**src/rtl/onehot_encoder_serial.sv**
```systemverilog
// rtl/onehot_encoder_serial.sv - serialising 8-to-3 encoder: emits the index of every set bit of a request vector
// Optional macro ONEHOT_STRICT_EN: reject multi-hot vectors with an err pulse instead of serialising them.
module onehot_encoder_serial #(
    parameter bit PRIORITY_MSB = 1'b0
) (
    input  logic       clk,
    input  logic       rst,
    input  logic       in_valid,
    output logic       in_ready,
    input  logic [7:0] a,
    output logic       y_valid,
    input  logic       y_ready,
    output logic [2:0] y,
    output logic       y_last,
    output logic       err
);

    typedef enum logic {IDLE, EMIT} state_t;

    state_t     state, state_nxt;
    logic [7:0] pending, pending_nxt;
    logic       err_nxt;
    logic       in_ready_q;
    logic [2:0] pri_idx;
    logic       single;
`ifdef ONEHOT_STRICT_EN
    logic       a_multi;

    assign a_multi = (a & (a - 8'd1)) != 8'd0;
`endif

    // Later loop iterations win, so the scan direction selects the priority end.
    always_comb begin
        pri_idx = 3'd0;
        if (PRIORITY_MSB) begin
            for (int i = 0; i < 8; i++)
                if (pending[i]) pri_idx = 3'(i);
        end else begin
            for (int i = 7; i >= 0; i--)
                if (pending[i]) pri_idx = 3'(i);
        end
    end

    assign single = (pending != 8'd0) && ((pending & (pending - 8'd1)) == 8'd0);

    always_ff @(posedge clk) begin
        if (rst) begin
            state      <= IDLE;
            pending    <= 8'h00;
            err        <= 1'b0;
            in_ready_q <= 1'b0;
        end else begin
            state      <= state_nxt;
            pending    <= pending_nxt;
            err        <= err_nxt;
            in_ready_q <= (state_nxt == IDLE);
        end
    end

    always_comb begin
        state_nxt   = state;
        pending_nxt = pending;
        err_nxt     = 1'b0;
        case (state)
            IDLE: begin
                if (in_valid && in_ready_q) begin
                    if (a == 8'h00)
                        err_nxt = 1'b1;
`ifdef ONEHOT_STRICT_EN
                    else if (a_multi)
                        err_nxt = 1'b1;
`endif
                    else begin
                        pending_nxt = a;
                        state_nxt   = EMIT;
                    end
                end
            end
            EMIT: begin
                if (y_ready) begin
                    pending_nxt = pending & ~(8'd1 << pri_idx);
                    if (single) begin
                        state_nxt   = IDLE;
                        pending_nxt = 8'h00;
                    end
                end
            end
            default: begin
                state_nxt   = IDLE;
                pending_nxt = 8'h00;
            end
        endcase
    end

    always_comb begin
        in_ready = in_ready_q;
        y_valid  = (state == EMIT);
        y        = (state == EMIT) ? pri_idx : 3'd0;
        y_last   = (state == EMIT) && single;
    end

endmodule

```
**config.mk**
```make
export PLATFORM = sky130hd
export DESIGN_NAME = onehot_encoder_serial
export DESIGN_NICKNAME = d
export VERILOG_FILES = /design/src/rtl/onehot_encoder_serial.sv
export SDC_FILE = /design/constraint.sdc
export NUM_CORES = 1
export LEC_CHECK = 0
export BUFFER_PORTS_ARGS = -buffer_cell sky130_fd_sc_hd__buf_4
export CAP_MARGIN = 30
export CORE_AREA = 2 2 44 46
export DETAILED_ROUTE_END_ITERATION = 16
export DIE_AREA = 0 0 46 48
export HOLD_SLACK_MARGIN = 0.06
export SLEW_MARGIN = 20
export SYNTH_ARGS = -nofsm -noshare
export SYNTH_HDL_FRONTEND = slang
export SYNTH_SLANG_ARGS = --single-unit
```
**constraint.sdc**
```tcl
create_clock -name clk -period 1.55 [get_ports clk]
set_input_delay 0.2325 -clock clk [delete_from_list [all_inputs] [get_ports clk]]
set_output_delay 0.2325 -clock clk [all_outputs]
set_load 0.02 [all_outputs]
```
# Word-level counts from Yosys, hierarchy flattened
# Cells that the tools add are included.
[word_totals] regBits=11 in_bits=12 output_inout_bits=7 wordCells=43
[op_classes] add_sub_neg=1 n_eq_ne=3 shift=1 mux=20 bitwise_logic=6 n_reduce_logical=8
[op_table] cell="2-to-1 mux 8 bit" count=4
[op_table] cell="2-to-1 mux 3 bit" count=9
[op_table] cell="AND 8 bit" count=2
[op_table] cell="logical NOT 8 bit" count=2
[op_table] cell="case mux 8 bit (2 select lines)" count=1
[op_table] cell="inverter 8 bit" count=1
[op_table] cell="nonzero test 8 bit" count=1
[op_table] cell="left shift 1 x 3 -> 8 bit (first input constant)" count=1
[op_table] cell="subtractor 8 x 1 -> 8 bit (second input constant)" count=1
[op_table] cell="inequality test 2 bit (second input constant)" count=3
[op_table] cell="2-to-1 mux 1 bit" count=5
[op_table] cell="logical AND 1 bit" count=3
[op_table] cell="inverter 1 bit" count=3
[op_table] cell="AND reduction 3 bit" count=1
[op_table] cell="OR reduction 3 bit" count=1
[op_table] cell="case mux 1 bit (2 select lines)" count=1

# Logic depth before layout (Yosys ltp)
[depth] depth_word=14 depth_mapped=6 depth_no_buf=5

# Least setup slack after synthesis
# No wires, ideal clock.
[synth_path] path_type="register to output" from="reg state (netlist: y_valid)" to="out y[0]" arrival_time_ns=1.358 required_ns=1.317 setup_slack_ns=-0.040 path_stages_with_launch=4 n_path_buf=1 cell_sequence="dfxtp_1 > clkbuf_1 > inv_1 > nor3_1"
[synth_between] elab_chain_len=1
[synth_rtl] element="from (decl)" line_no="20" text="state_t state, state_nxt;"
[synth_rtl] element="from (signal assigned)" line_no="53" text="state <= state_nxt;"
[synth_rtl] element="2-to-1 mux 3 bit" line_no="98" text="y = (state == EMIT) ? pri_idx : 3'd0;"
[synth_rtl] element="to (decl)" line_no="13" text="output logic [2:0] y,"
# No other way between the ends.

# Worst setup path in the final report
[layout_path] from="reg pending[4]" to="out y_last"
[layout_between] elab_chain_len=5 elab_cells_between_ends=6 cone_classes="1 x add/sub; 1 x bitwise; 4 x reduce/logical"
[layout_rtl] element="from (decl)" line_no="21" text="logic [7:0] pending, pending_nxt;"
[layout_rtl] element="from (signal assigned)" line_no="54" text="pending <= pending_nxt;"
[layout_rtl] element="subtractor 8 x 1 -> 8 bit" line_no="44" text="assign single = (pending != 8'd0) && ((pending & (pending - 8'd1)) == 8'd0);"
[layout_rtl] element="AND 8 bit" line_no="44"
[layout_rtl] element="logical NOT 8 bit" line_no="44"
[layout_rtl] element="logical AND 1 bit (*)" line_no="44"
[layout_rtl] element="logical AND 1 bit (*)" line_no="99" text="y_last = (state == EMIT) && single;"
[layout_rtl] element="to (decl)" line_no="14" text="output logic y_last,"
# Mark *: on every way between the ends. The rest lies on a longest branch, timed or not.

==> results.py <==
metrics = {
    "clocking": {
        "clk-insertion-delay-late_ns": 0.27,
        "clkSlewWorstSetupHoldPaths_ns": 0.07,
        "h-tree-depth": 1,
        "clockBufferDepth": 2,
        "cts.sinks": 11,
        "cts_tree": "done",
        "cts_buffers": 3,
        "cts-root-buf": "clkbuf_4",
    },
    "sta": {
        "fmax_mhz": 559,
        "finalHoldViolCount": 0,
        "fin_ws_ns": -0.239,
        "relSlewSlack": 0.731,
        "fin_skew_ns": 0.00201,
        "setup_viol_count_final": 5,
        "post-route-min-period_ns": 1.79,
        "worst_slew_pin_slew_ns": 0.399,
        "rsz0062_at_grt": "yes",
        "drv_slew": 0,
        "holdWs_ns": 0.187,
        "fin_crit_sh": 1.15,
    },
    "finish": {
        "drive_above_1_share": 0.517,
        "antenna_cells": 0,
        "fin_util": 0.631,
        "final_nets": 131,
        "final_common_cell": "buf_4",
        "syn_to_final_growth_pct": 63.8,
        "fin_cells": 135,
        "final_cell_mix": "buf_4 (33), nor2_1 (7), buf_6 (6)",
    },
    "die": {
        "std_cell_rows": 15,
        "ios": 19,
        "die_y_um": 48,
        "dieWidth_um": 46,
        "start_util": 0.385,
        "core-area_mm2": 0.00169,
        "die_area_mm2": 0.00221,
    },
    "global_routing": {
        "grt_pass1_vias": 778,
        "grtUsageTotal": 0.214,
        "grt_pass1_wl_mm": 3.36,
        "grt_max_degree": 13,
        "overflow": 0,
        "antenna_found_initial": 0,
    },
    "run_status": {
        "violations": "negative setup slack",
        "status": "complete, but fails checks",
    },
    "placed_design": {
        "place_ws_ns": -0.00690,
        "dpl.hpwl_mm": 1.41,
        "place.gp.congestion": 0.791,
        "io_buffers": 18,
        "dp_cells": 121,
    },
    "yosys": {
        "avgSynthCellArea_um2": 8.24,
        "synthArstFlopShare": 0,
        "ys_ff_latch": 11,
        "ys_seq_area_frac": 0.338,
        "synthFlopType": "dfxtp_1",
        "netlist_area_um2": 651,
        "synth_cell_types": 32,
        "synth_nets": 91,
        "yosys_warnings": 0,
        "syn_inst": 79,
        "synth_edf_count": 0,
    },
    "drt": {
        "routedWlPerCell_um": 15.7,
        "via_per_inst": 5.79,
        "detail-route-antenna-nets": 0,
        "finalWirelength_mm": 2.12,
        "drt-initial-drc-count": 14,
        "drc": 0,
        "drt_first_pass_iters": 4,
        "vias": 781,
    },
    "flow_run": {
        "maxCapViolCount": 0,
    },
    "worst_setup_path": {
        "endpoint_kind": "primary output",
        "path_class": "flip-flop to primary output",
        "crit_path_start": "pending[4]",
        "timing.rr.start": "pending[7]",
        "ff2ff_path_depth": 8,
        "cp_data_arrival_time_ns": 1.56,
        "crit_path_max_fanout": 3,
        "start_kind": "flip-flop",
        "critPathRequiredTime_ns": 1.32,
    },
    "pwr": {
        "ir_drop_mv": 0.443,
        "power_leakage_uw": 0.000458,
        "power.total_uw": 868,
        "p_per_area_mw_per_mm2": 815,
    },
    "worst_hold_path": {
        "whs_path_depth": 2,
        "hold_path_class": "input pin to flip-flop",
        "hp-start": "a[5]",
    },
}
==> stage by stage <==
stage	TNS, ns	instance area, um^2
floorplan	0	656
global placement	-0.107	872
detailed placement	-0.0104	872
CTS	-0.551	1020
global route	-1.23	1070
finish	-0.749	1070
==> sequential cells by signal, summed over array words and instances, names as in the netlist <==
name and count:
pending 8, in_ready 1, y_valid 1, err 1
==> layout make-up <==
type                       instances  area, um^2
timing repair buffer              39         315
fill                             149         623
sequential                        11         233
clock buffer                       4        26.3
multi-input combinational         62         463
tap                               17        21.3
inverter                           2        7.51
==> worst paths after layout <==
path | end | slack (ns)
worst max-delay path | y_last | -0.24
worst min-delay path | pending[5] | 0.19
worst max register to register | pending[6] | -0.02
worst min register to register | pending[1] | 0.58
==> metal layers <==
layer / GRT usage / part of all wire / vias to the layer above
met2: 0.406 / 0.51 / 22
li1: - / - / 383
met3: 0.0415 / 0.047 / 8
met1: 0.238 / 0.43 / 368
met5: 0 / 0 / -
met4: 0.0686 / 0.016 / 0
==> power breakdown <==
group          leakage (uW)  internal, uW  switching [uW]
registers         0.0000931           302            23.9
clock network     0.0000150          99.8             105
logic              0.000350           181             157
total              0.000458           583             286
==> worst max-delay path: stages, from the launching register on <==
cell     delay [ns]
dfxtp_2        0.34
nor4_4         0.33
xnor2_1        0.18
o21ai_1        0.10
and3_1         0.19
buf_6          0.13
==> kinds of logic after synthesis <==
logic type / after synthesis / share of synthesized area
xor gates and xnor gates: 1 / 0.0135
adders and majority gates: 1 / 0.0154
DFF: 11 / 0.338
buffers and inverters: 6 / 0.0462
AOI/OAI and AO/OA: 26 / 0.292
and+or+nand+nor: 34 / 0.294
==> Yosys cell counts (2+ instances only) <==
library cell / number / share of area
and3_1: 3 / 0.029
nand2_1: 5 / 0.029
a22oi_1: 2 / 0.023
clkbuf_1: 3 / 0.017
a21oi_1: 6 / 0.046
o21ai_0: 3 / 0.023
nor2_1: 8 / 0.046
a211oi_1: 2 / 0.023
dfxtp_1: 11 / 0.34
nand3_1: 2 / 0.015
inv_1: 2 / 0.012
a221o_1: 4 / 0.062
nor3_1: 6 / 0.046
nor4_1: 4 / 0.038
==> timing repair <==
action | 4_1_cts | 5_1_grt
setup endpoints to repair | 4 | 6
setup buffers | 8 | 3
gates resized for setup | 19 | 7
hold buffers | 0 | 0
pin swaps | 8 | 7
Note: power is estimated with default switching activity, not from simulation.
